`src/rtl/mips_pkg.sv`:
```
// Shared constants for the MIPS core: cause indices, opcodes/functs, and
// the decode helpers used by the interrupt unit.
package mips_pkg;
    localparam int NCAUSE = 23;

    localparam int C_RESET  = 0;
    localparam int C_ILL    = 1;
    localparam int C_MISAF  = 2;
    localparam int C_MISALS = 3;
    localparam int C_PFF    = 4;
    localparam int C_PFLS   = 5;
    localparam int C_SYSC   = 6;
    localparam int C_OVF    = 7;
    localparam int C_EXT0   = 8;

    localparam logic [5:0] OP_SPECIAL = 6'h00;
    localparam logic [5:0] OP_COP     = 6'h10;
    localparam logic [5:0] OP_LH      = 6'h21;
    localparam logic [5:0] OP_LW      = 6'h23;
    localparam logic [5:0] OP_LHU     = 6'h25;
    localparam logic [5:0] OP_SH      = 6'h29;
    localparam logic [5:0] OP_SW      = 6'h2B;
    localparam logic [5:0] FN_SYSCALL = 6'h0C;
    localparam logic [5:0] FN_ERET    = 6'h18;

    // Causes whose handler must re-execute the faulting instruction.
    localparam logic [NCAUSE-1:0] REPEAT_MASK = 23'h3F;

    typedef struct packed {
        logic [31:0] sr;
        logic [31:0] esr;
        logic [31:0] eca;
        logic [31:0] epc;
        logic [31:0] edata;
        logic        mode;
    } spr_t;

    function automatic logic op_legal(input logic [5:0] op);
        return op inside {6'h00, [6'h02:6'h10], 6'h20, 6'h21, 6'h23, 6'h24,
                          6'h25, 6'h28, 6'h29, 6'h2B};
    endfunction
endpackage

```
`src/rtl/int_prio_enc.sv`:
```
// Lowest-index-wins priority encoder over the masked cause vector.
module int_prio_enc #(
    parameter int W  = 23,
    parameter int LW = $clog2(W)
) (
    input  logic [W-1:0]  req,
    output logic [LW-1:0] idx,
    output logic          any
);
    always_comb begin
        idx = '0;
        for (int i = W - 1; i >= 0; i--)
            if (req[i]) idx = LW'(i);
    end

    assign any = |req;
endmodule

```
`src/rtl/main_interrupt.sv`:
```
// Precise interrupt/exception unit: merges external and decoded causes,
// masks them, and computes next SR/ESR/ECA/EPC/EDATA/mode.
module main_interrupt
    import mips_pkg::*;
(
    input  logic        clk,
    input  logic        rst,
    input  logic [31:0] instruction,
    input  logic [22:0] ca,
    input  logic [31:0] sr,
    input  logic [31:0] esr,
    input  logic [31:0] pc,
    input  logic        e,
    input  logic        eret,
    input  logic        rpt,
    input  logic [31:0] next_pc,
    input  logic        mode,
    output logic [31:0] sr_out,
    output logic [31:0] esr_out,
    output logic [31:0] eca_out,
    output logic [31:0] epc_out,
    output logic [31:0] edata_out,
    output logic [31:0] pto,
    output logic [31:0] ptl,
    output logic        mode_out,
    output logic        jisr
);
    logic [5:0]        op, fn;
    logic [NCAUSE-1:0] icause, mca;
    logic [4:0]        il;
    logic              any, eret_all, emode;
    spr_t              r;
    logic              unused_instr;

    assign op = instruction[31:26];
    assign fn = instruction[5:0];
    assign unused_instr = ^instruction[25:16];

    always_comb begin
        icause           = '0;
        icause[C_ILL]    = !op_legal(op) || (op == OP_COP && mode);
        icause[C_MISAF]  = e && (pc[1:0] != 2'b00);
        icause[C_MISALS] = ((op == OP_LW || op == OP_SW) && instruction[1:0] != 2'b00) ||
                           ((op == OP_LH || op == OP_LHU || op == OP_SH) && instruction[0]);
        icause[C_SYSC]   = (op == OP_SPECIAL) && (fn == FN_SYSCALL);
    end

    // Causes 0..6 are non-maskable; the rest are gated by the matching SR bit.
    assign mca = (ca | icause) & {sr[NCAUSE-1:C_OVF], 7'h7F};

    int_prio_enc #(.W(NCAUSE), .LW(5)) u_enc (
        .req (mca),
        .idx (il),
        .any (any)
    );

    assign jisr     = rst | any;
    assign eret_all = eret | (op == OP_COP && fn == FN_ERET);

    always_ff @(posedge clk or posedge rst) begin
        if (rst) begin
            r       <= '0;
            r.eca   <= 32'd1;
            emode   <= 1'b0;
        end else if (any) begin
            r.esr   <= sr;
            r.sr    <= '0;
            r.eca   <= {9'b0, mca};
            r.epc   <= (REPEAT_MASK[il] || rpt) ? pc : next_pc;
            r.edata <= (il == 5'(C_MISALS) || il == 5'(C_PFLS)) ?
                       {{16{instruction[15]}}, instruction[15:0]} : 32'd0;
            r.mode  <= 1'b0;
            emode   <= mode;
        end else if (eret_all) begin
            r.sr    <= esr;
            r.mode  <= emode;
        end else begin
            r.sr    <= sr;
            r.esr   <= esr;
            r.mode  <= mode;
        end
    end

    // Page-table registers are reserved; no write path exists yet.
    assign pto       = '0;
    assign ptl       = '0;
    assign sr_out    = r.sr;
    assign esr_out   = r.esr;
    assign eca_out   = r.eca;
    assign epc_out   = r.epc;
    assign edata_out = r.edata;
    assign mode_out  = r.mode;
endmodule

```
`config.mk`:
```
export PLATFORM = sky130hd
export DESIGN_NAME = main_interrupt
export DESIGN_NICKNAME = d
export VERILOG_FILES = /design/src/rtl/mips_pkg.sv /design/src/rtl/int_prio_enc.sv /design/src/rtl/main_interrupt.sv
export SDC_FILE = /design/constraint.sdc
export NUM_CORES = 1
export LEC_CHECK = 0
export CAP_MARGIN = 20
export CORE_AREA = 3 3 162 164
export CTS_CLUSTER_DIAMETER = 120
export DETAILED_ROUTE_END_ITERATION = 10
export DIE_AREA = 0 0 165 167
export GPL_TIMING_DRIVEN = 0
export HOLD_SLACK_MARGIN = 0.06
export PLACE_DENSITY = 0.72
export SYNTH_ARGS = -nofsm -noshare
export SYNTH_HDL_FRONTEND = slang
export SYNTH_SLANG_ARGS = --single-unit
```
`constraint.sdc`:
```
create_clock -name clk -period 6.1 [get_ports clk]
set_input_delay 1.22 -clock clk [delete_from_list [all_inputs] [get_ports clk]]
set_output_delay 1.22 -clock clk [all_outputs]
set_load 0.01 [all_outputs]
```
Word-level counts from Yosys, hierarchy flattened
Memories as Yosys holds them, arrays and structs flattened.
Cells that the tools add are included.
Word-level totals
  bits in registers: 153
  memory bits (read-only): 32
  output and inout bits: 226
  memories: 1
Cells by class
  magnitude comparators: 3
  equality and inequality tests: 14
  mux-type cells: 31
  bitwise operators: 4
  reduce and logical (&&, ||, !) cells: 20
Memory list
  (name not given): depth 32, width 1, rd ports 1, clocked after Yosys merged registers in 0, write ports 0, RTL line main_interrupt.sv:69  | r.epc <= (REPEAT_MASK[il] || rpt) ? pc : next_pc;
Operators with widths (number)
  $mux W32: 4
  $mux W5: 23
  $mux W64: 1
  $eq A6 B6 Y1 const B: 8
  $and A23 B23 Y23: 1
  $or A23 B7 Y23: 1
  $reduce_or A23 Y1: 1
  $eq A6 B5 Y1 const B: 2
  $reduce_bool A10 Y1: 1
  $logic_and A1 B1 Y1: 7
  $logic_or A1 B1 Y1: 7
  $eq A6 B4 Y1 const B: 1
  $ge A6 B2 Y1 const B: 1
  $le A6 B5 Y1 const B: 1
  $logic_not A6 Y1: 1
  $lt A5 B6 Y1 const B: 1
  $eq A5 B2 Y1 const B: 1
  $eq A5 B3 Y1 const B: 1
  $reduce_bool A2 Y1: 2
  $mux W1: 3
  $ne A2 B2 Y1 const B: 1
  $or A1 B1 Y1: 2
  $logic_not A1 Y1: 1

Longest topological paths before layout
Gate-level depths: netlist of run 1.
  word-level depth: 34
  mapped depth: 9
  mapped depth without buffers: 6

Hierarchy
A second synthesis of run 1 with hierarchy kept.
Unflattened totals
  cell total of the unflattened synthesis: 756
  area total of the unflattened synthesis: 7000.5 µm²
Modules (own cells, without submodules)
  main_interrupt: instances 1, cells each 711, area each 6739.0 µm², seq. area each 3429.5 µm²
  int_prio_enc: instances 1, cells each 45, area each 261.5 µm², seq. area each 0.0 µm²

Worst setup path before layout of run 1
OpenSTA, ideal clock, no wires.
  path type: input to output
  start: input port rst
  end: output port jisr
  arrival time: 4.470 ns
  required time: 4.880 ns
  path slack: 0.410 ns
  stages on the path: 2
  buffers on the path: 0
  path through: inv_1 nand2_1
Between the ends
  cells in the longest elaborated chain, start to end: 1
Ends and longest elaborated chain
  start: declaration: RTL line main_interrupt.sv:7  | input logic rst,
  $or A1 B1 Y1: RTL line main_interrupt.sv:57  | assign jisr = rst | any;
  end: declaration: RTL line main_interrupt.sv:26  | output logic jisr
Every way passes these cells.

Worst setup path in the final report of run 1
  start: input port pc[0]
  end: output port jisr
Between the ends
  cells in the longest elaborated chain, start to end: 6
Ends and longest elaborated chain
  start: declaration: RTL line main_interrupt.sv:12  | input logic [31:0] pc,
  $reduce_bool A2 Y1: RTL line main_interrupt.sv:42  | icause[C_MISAF] = e && (pc[1:0] != 2'b00);
  $logic_and A1 B1 Y1: RTL line main_interrupt.sv:42
  $or A23 B7 Y23: RTL line main_interrupt.sv:49  | assign mca = (ca | icause) & {sr[NCAUSE-1:C_OVF], 7'h7F};
  $and A23 B23 Y23: RTL line main_interrupt.sv:49
  $reduce_or A23 Y1: RTL line int_prio_enc.sv:16  | assign any = |req;
  $or A1 B1 Y1: RTL line main_interrupt.sv:57
Every way passes these cells.

==> impl_metrics.py, run 1 <==
metrics = {
    "sta": {
        "fin_crit_sh": 0.910,
        "worst_pin_slew_ns": 1.06,
        "period_needed_ns": 5.55,
        "grt_setup_unrepaired": "no",
        "slew_viol_final": 0,
        "fin_setup_tns_ns": 0,
        "slew_headroom": 0.291,
        "whs_ns": 0.474,
        "fmax_mhz": 180,
        "hold_viol": 0,
        "setup_viol": 0,
        "fin_worst_skew_ns": 0.00648,
    },
    "min_path": {
        "hold_class": "reg2reg",
    },
    "grt": {
        "grt_pass1_vias": 7260,
        "grt_pass1_wl_um": 41900,
        "grt_usage": 0.198,
        "antenna_found_initial": 0,
        "grt_start_max_net_pins": 83,
        "grt_overflow": 0,
    },
    "cts": {
        "clock-sinks": 137,
        "htreeDepth": 4,
        "cts_tree": "yes",
        "cts_buffer_depth": 2,
        "clk_pin_slew_ns": 0.06,
        "clk_latency_ns": 0.41,
        "cts_hold_buf": 0,
        "cts_root_buf": "clkbuf_16",
        "cts_buffers": 17,
    },
    "floorplanning": {
        "dieArea_um2": 27600,
        "io_pins": 415,
        "start_util": 0.280,
        "core_area_um2": 25000,
        "dieWidth_um": 165,
        "fp-row-count": 58,
        "die_h_um": 167,
    },
    "power": {
        "power_density_nw_per_um2": 210,
        "pwr-share-clk": 0.431,
        "power.switching_mw": 0.682,
        "p_seq_frac": 0.392,
        "p_leak_nw": 5.10,
        "worst_ir_drop_vdd_mv": 0.116,
        "swShare": 0.279,
        "p_int_mw": 1.76,
        "finalPower_mw": 2.44,
        "power_frac_comb": 0.177,
    },
    "routing": {
        "dr.pass1.iters": 7,
        "wl_per_cell_um": 18.2,
        "via_per_inst": 4.73,
        "drt-total-wl_um": 28100,
        "route.vias.total": 7308,
        "drc_errors": 0,
        "drtIter0Drc": 608,
        "antenna_left": 0,
    },
    "critical_path": {
        "end_kind": "output port",
        "crit_arrival_ns": 4.33,
        "cp.required_ns": 4.88,
        "critPathMaxFanout": 10,
        "worstSetupPathType": "in2out",
        "worstSetupStartpointType": "primary input",
        "rrSetupSlack_ns": 5.16,
    },
    "synthesis": {
        "ys_warn_count": 0,
        "synth_cell_types": 48,
        "synth_common_cells": "nand2_1, dfrtp_1, buf_4",
        "synth_top_area_cell": "dfrtp_1",
        "synthTopCellsByArea": "dfrtp_1, buf_4, nand2_1",
        "synth_top_area_frac": 0.485,
        "synth_seq_area_share": 0.489,
        "synth_flop_cell": "dfrtp_1",
        "synth-seq-cells": 137,
        "synth_edf_count": 0,
        "yosysMostFrequentCell": "nand2_1",
        "ys_async_sr_fraction": 1.00,
        "post_synth.cell_area_avg_um2": 9.01,
        "syn_inst": 779,
        "syn_area_um2": 7020,
    },
    "placement": {
        "gp_congestion": 0.859,
        "hpwl_um": 21600,
        "portBuffers": 331,
    },
    "final_layout": {
        "diodes": 0,
        "post-route-util": 0.465,
        "syn_to_final_growth_pct": 66.0,
        "fillers": 2372,
        "nets": 1392,
        "layout-drive-gt1-share": 0.157,
    },
    "run": {
        "drv_cap": 0,
    },
    "outcome": {
        "status": "finished clean",
    },
}
## per-layer routing
metal  routed length, um  global-route usage
met1               11400               0.249
met5                   0                   0
met4                 654              0.0700
met2               13900               0.333
met3                2150              0.0413
## registers in the layout (all words and copies together) (netlist names)
name and count:
epc_out 32, esr_out 32, sr_out 32, eca_out 23, edata_out 16, emode 1, mode_out 1
## cell families (layout without fill, tap and decap cells)
kind of cell / count (synthesis) / after routing / share of synthesized area
simple gates: 266 / 266 / 0.160
compound gates: 232 / 232 / 0.217
other cells: 1 / 73 / 0.000534
buf+inv: 143 / 508 / 0.134
flops: 137 / 137 / 0.489
## layout by cell type, fill, tap and decap left out, types with 6 or more instances in the layout
master,synthesis,final
inv_6,0,8
clkbuf_1,24,24
nor2_1,67,67
a31oi_1,66,65
clkdlybuf4s50_1,0,331
conb_1,1,73
nand2_1,159,159
o21ai_1,6,6
buf_2,21,21
nand3_1,17,17
a22oi_1,8,8
dfrtp_1,136,136
a22o_1,20,20
a21oi_2,31,31
a21oi_1,38,38
buf_4,90,91
clkbuf_16,0,17
o21ai_0,43,43
## worst max-delay path, cell delays in order
cell and delay (ns):
clkdlybuf4s50_1 0.43, o21a_1 0.23, nor3_1 0.22, or4b_4 0.55
nor4_1 0.22, buf_2 0.33, buf_4 0.24, buf_2 0.29
nand2_1 0.10, clkdlybuf4s50_1 0.50
## metrics by stage
| stage | std cells | instance area, um2 | worst slack [ns] |
|---|---|---|---|
| global placement | 1512 | 11000 | -1.78 |
| finish | 1546 | 11600 | 0.548 |
| global route | 1546 | 11600 | 0.259 |
| CTS | 1545 | 11600 | 0.0781 |
| floorplan | 851 | 7290 | 0.410 |
| detailed placement | 1513 | 11000 | 0.0930 |
## power groups by stage
stage,Clock [mW],Sequential [mW],Combinational (mW)
floorplan,0,0.988,0.164
global placement,0,0.973,0.422
detailed placement,0,0.974,0.428
CTS,1.07,0.958,0.430
global route,1.11,0.961,0.467
finish,1.05,0.958,0.431
## path summary, 6_finish.rpt
kind,to,start,cells after the start
setup / recovery,jisr,pc[0],10
hold / removal,eca_out[6],eca_out[6],2
setup reg to reg,edata_out[30],edata_out[30],2
hold reg to reg,eca_out[6],eca_out[6],2
max in group asynchronous,sr_out[13],rst,3
min in group asynchronous,eca_out[3],rst,2
## repair_timing
item                                    4_1_cts  5_1_grt
gates resized for setup                       0        1
endpoints found under the setup margin        0        1
buffers inserted                              0        1
## layout make-up
| class | count | area [um2] | share of cell area |
|---|---|---|---|
| Clock inverter | 14 | 151 | 0.0130 |
| Tap cell | 330 | 413 | 0.0354 |
| Clock buffer | 18 | 439 | 0.0377 |
| Sequential cell | 137 | 3430 | 0.294 |
| Timing Repair Buffer | 333 | 3350 | 0.287 |
| Inverter | 3 | 16.3 | 0.00140 |
| Multi-Input combinational cell | 571 | 2930 | 0.251 |
| Buffer | 140 | 927 | 0.0796 |
Power figures use the tool's default switching activity.
==> run 2, diff against run 1 <==
--- a/config.mk
+++ b/config.mk
@@ -12,6 +12,7 @@
 export DIE_AREA = 0 0 165 167
 export GPL_TIMING_DRIVEN = 0
 export HOLD_SLACK_MARGIN = 0.06
+export MAX_ROUTING_LAYER = met4
 export PLACE_DENSITY = 0.72
 export SYNTH_ARGS = -nofsm -noshare
 export SYNTH_HDL_FRONTEND = slang
==> impl_metrics.py, run 2 (synthesized netlist as in run 1, its figures left out) <==
metrics = {
    "final_layout": {
        "fin_area_um2": 11600,
        "layout-drive-gt1-share": 0.157,
        "fillers": 2372,
        "nets": 1392,
        "layout_common_cells": "clkdlybuf4s50_1, nand2_1, dfrtp_1, buf_4, conb_1",
        "diodes": 0,
        "final_common_cell": "clkdlybuf4s50_1",
        "syn_to_final_growth_pct": 66.0,
        "post-route-util": 0.465,
    },
    "power": {
        "pwr-share-clk": 0.431,
        "power.switching_mw": 0.685,
        "power_density_nw_per_um2": 210,
        "p_leak_nw": 5.10,
        "swShare": 0.280,
        "p_int_mw": 1.76,
        "worst_ir_drop_vdd_mv": 0.116,
        "power_frac_comb": 0.177,
        "p_seq_frac": 0.392,
    },
    "cts": {
        "cts_tree": "yes",
        "clk_latency_ns": 0.41,
        "clk_pin_slew_ns": 0.06,
        "clock-sinks": 137,
        "cts_buffers": 17,
        "cts_hold_buf": 0,
        "cts_buffer_depth": 2,
        "htreeDepth": 4,
        "cts_root_buf": "clkbuf_16",
    },
    "grt": {
        "grt.met1_usage": 0.255,
        "grt_pass1_vias": 7260,
        "grt_usage": 0.204,
        "grt_start_max_net_pins": 83,
        "antenna_found_initial": 0,
        "grt_busiest_layer": "met2",
        "grt_pass1_wl_um": 41900,
        "use_met3": 0.0333,
        "grt_overflow": 0,
        "grtUsageMet2": 0.334,
    },
    "min_path": {
        "whs_endpoint": "eca_out[6]",
        "worstHoldStart": "eca_out[6]",
        "whs_path_depth": 2,
        "hold_class": "reg2reg",
    },
    "routing": {
        "wl_per_cell_um": 18.2,
        "via_per_inst": 4.72,
        "route.vias.total": 7299,
        "dr.pass1.iters": 7,
        "drtIter0Drc": 593,
        "antenna_left": 0,
        "drc_errors": 0,
        "drt-total-wl_um": 28200,
    },
    "sta": {
        "period_needed_ns": 5.56,
        "slew_viol_final": 0,
        "grt_setup_unrepaired": "no",
        "hold_viol": 0,
        "worst_pin_slew_ns": 0.950,
        "setup_viol": 0,
        "slew_headroom": 0.365,
        "fmax_mhz": 180,
        "fin_crit_sh": 0.911,
        "fin_worst_skew_ns": 0.00833,
    },
    "placement": {
        "dpl-instance-area_um2": 11000,
        "gp_congestion": 0.872,
        "hpwl_um": 21600,
        "portBuffers": 331,
    },
    "floorplanning": {
        "dieArea_um2": 27600,
        "fp-row-count": 58,
        "dieWidth_um": 165,
        "die_h_um": 167,
        "start_util": 0.280,
        "io_pins": 415,
        "core_area_um2": 25000,
    },
    "critical_path": {
        "cpMaxStageDelayCell": "clkdlybuf4s50_1",
        "cp.required_ns": 4.88,
        "path_cells": "clkdlybuf4s50_1 > a22oi_1 > and4_1 > nand4_1 > nor4_1 > buf_2 > buf_4 > buf_2 > nand2_1 > clkdlybuf4s50_1",
        "slowest_delay_ns": 0.50,
        "critPathMaxFanout": 10,
        "worstSetupPathType": "in2out",
        "end_kind": "output port",
        "reg2reg_from": "edata_out[30]",
        "crit_arrival_ns": 4.34,
        "rrSetupSlack_ns": 5.16,
        "rr_endpoint": "edata_out[30]",
        "worstSetupStartpointType": "primary input",
        "r2r_cells": 2,
    },
    "run": {
        "drv_cap": 0,
    },
    "outcome": {
        "status": "finished clean",
    },
}
==> run 2: cell counts in the layout (fill, tap and decap cells not counted) <==
Identical to the previous run, type by type.
==> run 2: worst max-delay path: cells and delay by family <==
kind,cells,cell delay [ns]
AO/OA/AOI/OAI,1,0.49
buffers and inverters,5,1.83
AND/OR/NAND/NOR,4,0.78
==> run 2: worst max path at each step <==
stage / depth (start not counted) / start / slack, ns / to
global route: 10 / instruction[0] / 0.25 / jisr
CTS: 10 / instruction[0] / 0.08 / jisr
global placement: 4 / rst / -1.78 / jisr
finish: 10 / sr[12] / 0.54 / jisr
detailed placement: 10 / instruction[0] / 0.09 / jisr
floorplan: 2 / rst / 0.41 / jisr
==> run 2: per-layer routing <==
metal	part of all wire	vias to the layer above
met1	0.41	3496
met2	0.50	361
li1	-	3403
met4	0.019	0
met3	0.068	39
met5	0	-
==> run 2: power groups by stage <==
stage / Clock (mW) / Sequential [mW] / Combinational [mW]
after floorplan: 0 / 0.988 / 0.164
after global placement: 0 / 0.973 / 0.422
after detailed placement: 0 / 0.974 / 0.428
after CTS: 1.07 / 0.958 / 0.430
after global routing: 1.11 / 0.961 / 0.467
final: 1.05 / 0.958 / 0.432
==> run 2: stage by stage <==
step           setup WS (ns)  setup TNS [ns]  std cells  hold WS [ns]  power [mW]
2_1_floorplan          0.410               0        851         0.439        1.15
3_3_place_gp           -1.78         -137.95       1512         0.452        1.40
3_5_place_dp          0.0930               0       1513         0.463        1.40
4_1_cts               0.0781               0       1545         0.479        2.46
5_1_grt                0.247               0       1546         0.492        2.54
6_report               0.544               0       1546         0.475        2.44
==> run 2: repair_timing <==
| item | 4_1_cts | 5_1_grt |
|---|---|---|
| resized for setup | 0 | 1 |
| endpoints found under the setup margin | 0 | 1 |
| buffers inserted | 0 | 1 |
==> run 2: final cells by class <==
class,instances,area (um2),share of cell area
Inverter,3,16.3,0.00140
Clock inverter,14,151,0.0130
Clock buffer,18,439,0.0377
Sequential cell,137,3430,0.294
Tap cell,330,413,0.0354
Buffer,140,927,0.0796
Timing Repair Buffer,333,3350,0.287
Multi-Input combinational cell,571,2930,0.251
==> patch 1 (config.mk and constraints of run 1) <==
The package constant `C_OVF` goes from 7 to 9.
--- a/src/rtl/mips_pkg.sv
+++ b/src/rtl/mips_pkg.sv
@@ -11,5 +11,5 @@
     localparam int C_PFLS   = 5;
     localparam int C_SYSC   = 6;
-    localparam int C_OVF    = 7;
+    localparam int C_OVF    = 9;
     localparam int C_EXT0   = 8;
 
Behaviour: not the same (Yosys sat finds a counterexample within 4 cycles, from zero or initial values and one cycle with rst high).
==> patch 1 against run 1 <==
Hold slack improved by 0.0028 ns; utilization fell by 1.0 points; synthesized area fell by 3.0%; worst setup slack got worse by 0.029 ns; clock power barely moved; cell area fell by 2.2%; wire length fell by 7.3%; sequential cell count fell by 2; global-route usage fell by 1.5 points; critical path depth did not move; maximum frequency fell by 0.52%; combinational power fell by 7.2%; die area did not move; power fell by 2.0%.
==> patch 1: results (changes against run 1) <==
- Status: finished clean (unchanged)
- Share of cells above drive strength 1: 17.5% (was 15.7%)
- Gpl congestion: 0.832 (was 0.859)
- Multi-input gate area: 0.00280 mm2 (was 0.00293 mm2)
- Seq cells post-synth: 135 (was 137)
- Routed wl met3: 2250 um (was 2150 um)
- Met2 usage: 30.7% (was 33.3%)
- Pre-CTS setup slack: 0.429 ns (was 0.0930 ns)
- Post-synth top cells: nand2_1 (162), dfrtp_1 (134), buf_4 (94), a21oi_1 (66), mux2_2 (38) (was nand2_1 (159), dfrtp_1 (136), buf_4 (90), nor2_1 (67), a31oi_1 (66))
- Worst r2r src: edata_out[30]$_DFFE_PP0N_ (unchanged)
- DRT iter0 DRCs: 537 (was 608)
- Metal2 WL: 12,900 um (was 13,900 um)
- Post-synthesis sequential area ratio: 49.7% (was 48.9%)
- FF-to-FF path depth: 1 (was 2)
- Top area cells in the synthesized netlist: dfrtp_1 (49%), buf_4 (10%), nand2_1 (8.9%) (was dfrtp_1 (49%), buf_4 (9.6%), nand2_1 (8.5%))
- CP Data Arrival Time: 4.36 ns (was 4.33 ns)
- Area Overhead vs Synth: 67.4% (was 66.0%)
- Met3 Usage GRT: 5.70% (was 4.13%)
- Clkbuf count: 19 (was 18)
- Worst Setup SP: sr[10] (was pc[0])
- Non-clk bufs: 460 (was 473)
- Port buffer count: 327 (was 331)
- M1 GR Usage: 22.4% (was 24.9%)
- Routed vias: 6,512 (was 7,308)
- Filler Cell Count: 2,423 (was 2,372)
- Placed Cells: 1,414 (was 1,513)
- Slew margin rel.: 45.7% (was 29.1%)
- Non-clock buffer share: 36.8% (was 36.7%)
- Multi-In Gates: 486 (was 571)
- Worst Hold Path Cells: 1 (was 2)
- Reg-to-reg slack, setup: 5.19 ns (was 5.16 ns)
- Fin Hold WS: 0.477 ns (was 0.474 ns)
- Peak VDD IR: 0.142 mV (was 0.116 mV)
- Nets: 1,292 (was 1,392)
- CP max stage cell: clkdlybuf4s50_1 (was or4b_4)
- CP max stage delay: 0.51 ns (was 0.55 ns)
- Drt pass-1 iters: 5 (was 7)
- GRT Overall Usage: 18.3% (was 19.8%)
- First-pass GRT wire length: 38,300 um (was 41,900 um)
- Worst hold start: eca_out[3]$_DFFE_PP0N_ (was eca_out[6]$_DFFE_PP0N_)
- DP Wirelength: 20,100 um (was 21,600 um)
- LEAKAGE: 5.09 nW (was 5.10 nW)
- Syn Inst Count: 682 (was 779)
- Netlist cell types: 40 (was 48)
- Avg WL per Cell: 18.0 um (was 18.2 um)
- Final min period: 5.58 ns (was 5.55 ns)
- Vias in the first global route: 6,412 (was 7,260)
- Avg Vias per Cell: 4.50 (was 4.73)
- Register area: 0.00338 mm2 (was 0.00343 mm2)
- Min-Delay Path Class: flip-flop to flip-flop (unchanged)
- Hold endpoint: eca_out[3]$_DFFE_PP0N_ (was eca_out[6]$_DFFE_PP0N_)
- Largest net degree at the start of global routing: 94 (was 83)
- Clock-cell share of area: 5.18% (was 5.07%)
- Post-Route M1 WL: 10,300 um (was 11,400 um)
- Setup Skew: 0.0000375 ns (was 0.00648 ns)
## patch 1: cell count changes after synthesis, moves of 7 or more
cell | run 1 | this run
mux2_2 | 0 | 38
nand3_1 | 17 | 9
a31oi_1 | 66 | 36
clkbuf_1 | 24 | 17
o2bb2ai_1 | 0 | 16
a22o_1 | 20 | 9
a21oi_1 | 38 | 66
nor2_1 | 67 | 5
o21ai_0 | 43 | 4
mux2_1 | 0 | 27
a21oi_2 | 31 | 0
## patch 1: where the power goes
part	leakage, nW	total, mW	internal, mW	switching [mW]
logic	3.10	0.400	0.227	0.173
clock network	0.285	1.05	0.597	0.452
registers	1.70	0.943	0.925	0.0172
total	5.09	2.39	1.75	0.643
## patch 1: cell families after synthesis
kind of cell / Yosys count / synth area share (%)
buf+inv: 135 / 13.2
other cells: 1 / 0.0551
mux: 65 / 10.8
simple gates: 191 / 11.8
compound gates: 155 / 14.5
flops: 135 / 49.7
==> patch 2 (flow settings as in run 1) <==
Made on the original files. Make the reset (`rst`) synchronous in one clocked block.
--- a/src/rtl/main_interrupt.sv
+++ b/src/rtl/main_interrupt.sv
@@ -58,5 +58,5 @@
     assign eret_all = eret | (op == OP_COP && fn == FN_ERET);
 
-    always_ff @(posedge clk or posedge rst) begin
+    always_ff @(posedge clk) begin
         if (rst) begin
             r       <= '0;
Check against the original RTL: differs if rst is asserted again (counterexample within 4 cycles, from zero or initial values and one cycle with rst high); with rst held inactive, the same outputs for 4 cycles.
==> patch 2 against run 1 <==
Sequential cell count unchanged; worst setup slack lost 0.26 ns; die area stayed put; synthesized cell count down 1.5%; non-clock buffer count is 12 higher; count of clock-buffer cells in the layout rose by 1; cell area shrank 5.9%; synthesized area is 8.3% lower; wire length decreased by 0.70%; power fell by 5.8%; largest cell class unchanged.
==> patch 2: results (changes against run 1) <==
- Status: finished clean (unchanged)
- Share of cells above drive strength 1: 12.9% (was 15.7%)
- Avg Vias per Cell: 4.62 (was 4.73)
- Placed Cells: 1,499 (was 1,513)
- Worst-margin pin slew: 0.778 ns (was 1.06 ns)
- Post-Route M1 WL: 11,000 um (was 11,400 um)
- Post-synth top cells: nand2_1 (147), dfxtp_1 (137), buf_4 (89), a21oi_1 (87), clkbuf_1 (46) (was nand2_1 (159), dfrtp_1 (136), buf_4 (90), nor2_1 (67), a31oi_1 (66))
- Compound-Gate Fraction of Synth Area: 24.1% (was 21.7%)
- Routed vias: 7,068 (was 7,308)
- Peak VDD IR: 0.138 mV (was 0.116 mV)
- Top area cells in the synthesized netlist: dfxtp_1 (43%), buf_4 (10%), nand2_1 (8.6%) (was dfrtp_1 (49%), buf_4 (9.6%), nand2_1 (8.5%))
- GRT Overall Usage: 19.4% (was 19.8%)
- Placed cell area: 0.0104 mm2 (was 0.0110 mm2)
- Reg-to-reg slack, setup: 5.14 ns (was 5.16 ns)
- Post-synthesis sequential area ratio: 42.6% (was 48.9%)
- DRT iter0 DRCs: 411 (was 608)
- M1 GR Usage: 22.7% (was 24.9%)
- LEAKAGE: 4.42 nW (was 5.10 nW)
- Routed wl met3: 2650 um (was 2150 um)
- CP Data Arrival Time: 4.59 ns (was 4.33 ns)
- Met3 Usage GRT: 6.37% (was 4.13%)
- Drt pass-1 iters: 5 (was 7)
- Worst Setup SP: instruction[26] (was pc[0])
- FF-to-FF path depth: 1 (was 2)
- Setup Skew: 0.0000412 ns (was 0.00648 ns)
- Gpl congestion: 0.853 (was 0.859)
- Netlist cell types: 39 (was 48)
- Main synth FF type: dfxtp_1 (was dfrtp_1)
- Met2 usage: 32.7% (was 33.3%)
- Vias in the first global route: 6,920 (was 7,260)
- Syn Inst Count: 767 (was 779)
- Port buffer count: 329 (was 331)
- Worst hold start: emode$_SDFFE_PP0N_ (was eca_out[6]$_DFFE_PP0N_)
- Fin Hold WS: 0.462 ns (was 0.474 ns)
- First-pass GRT wire length: 40,700 um (was 41,900 um)
patch 2: report_power, final:
part	leakage, nW	switching [mW]	internal [mW]
Clock	0.256	0.429	0.532
Sequential	1.13	0.0161	0.926
Combinational	3.04	0.173	0.224
patch 2: final cells by class:
type	instances	area, um2
fill	2494	14100
timing repair buffer	330	3300
multi-input combinational	510	2900
sequential	137	2740
buffer	155	937
clock buffer	19	443
tap	330	413
inverter	37	139
clock inverter	13	93.8
patch 2: worst max-delay path, stage by stage:
cell and delay [ns]:
clkdlybuf4s50_1 0.47, nor4_1 0.59, a41oi_2 0.41, and2_1 0.25, buf_2 0.21, and3b_1 0.20
buf_2 0.18, inv_2 0.19, buf_2 0.27, clkdlybuf4s50_1 0.58
patch 2: cell families after synthesis:
| family | Yosys count |
|---|---|
| other | 1 |
| DFF | 137 |
| and+or+nand+nor | 223 |
| AOI/OAI and AO/OA | 214 |
| buffers and inverters | 192 |
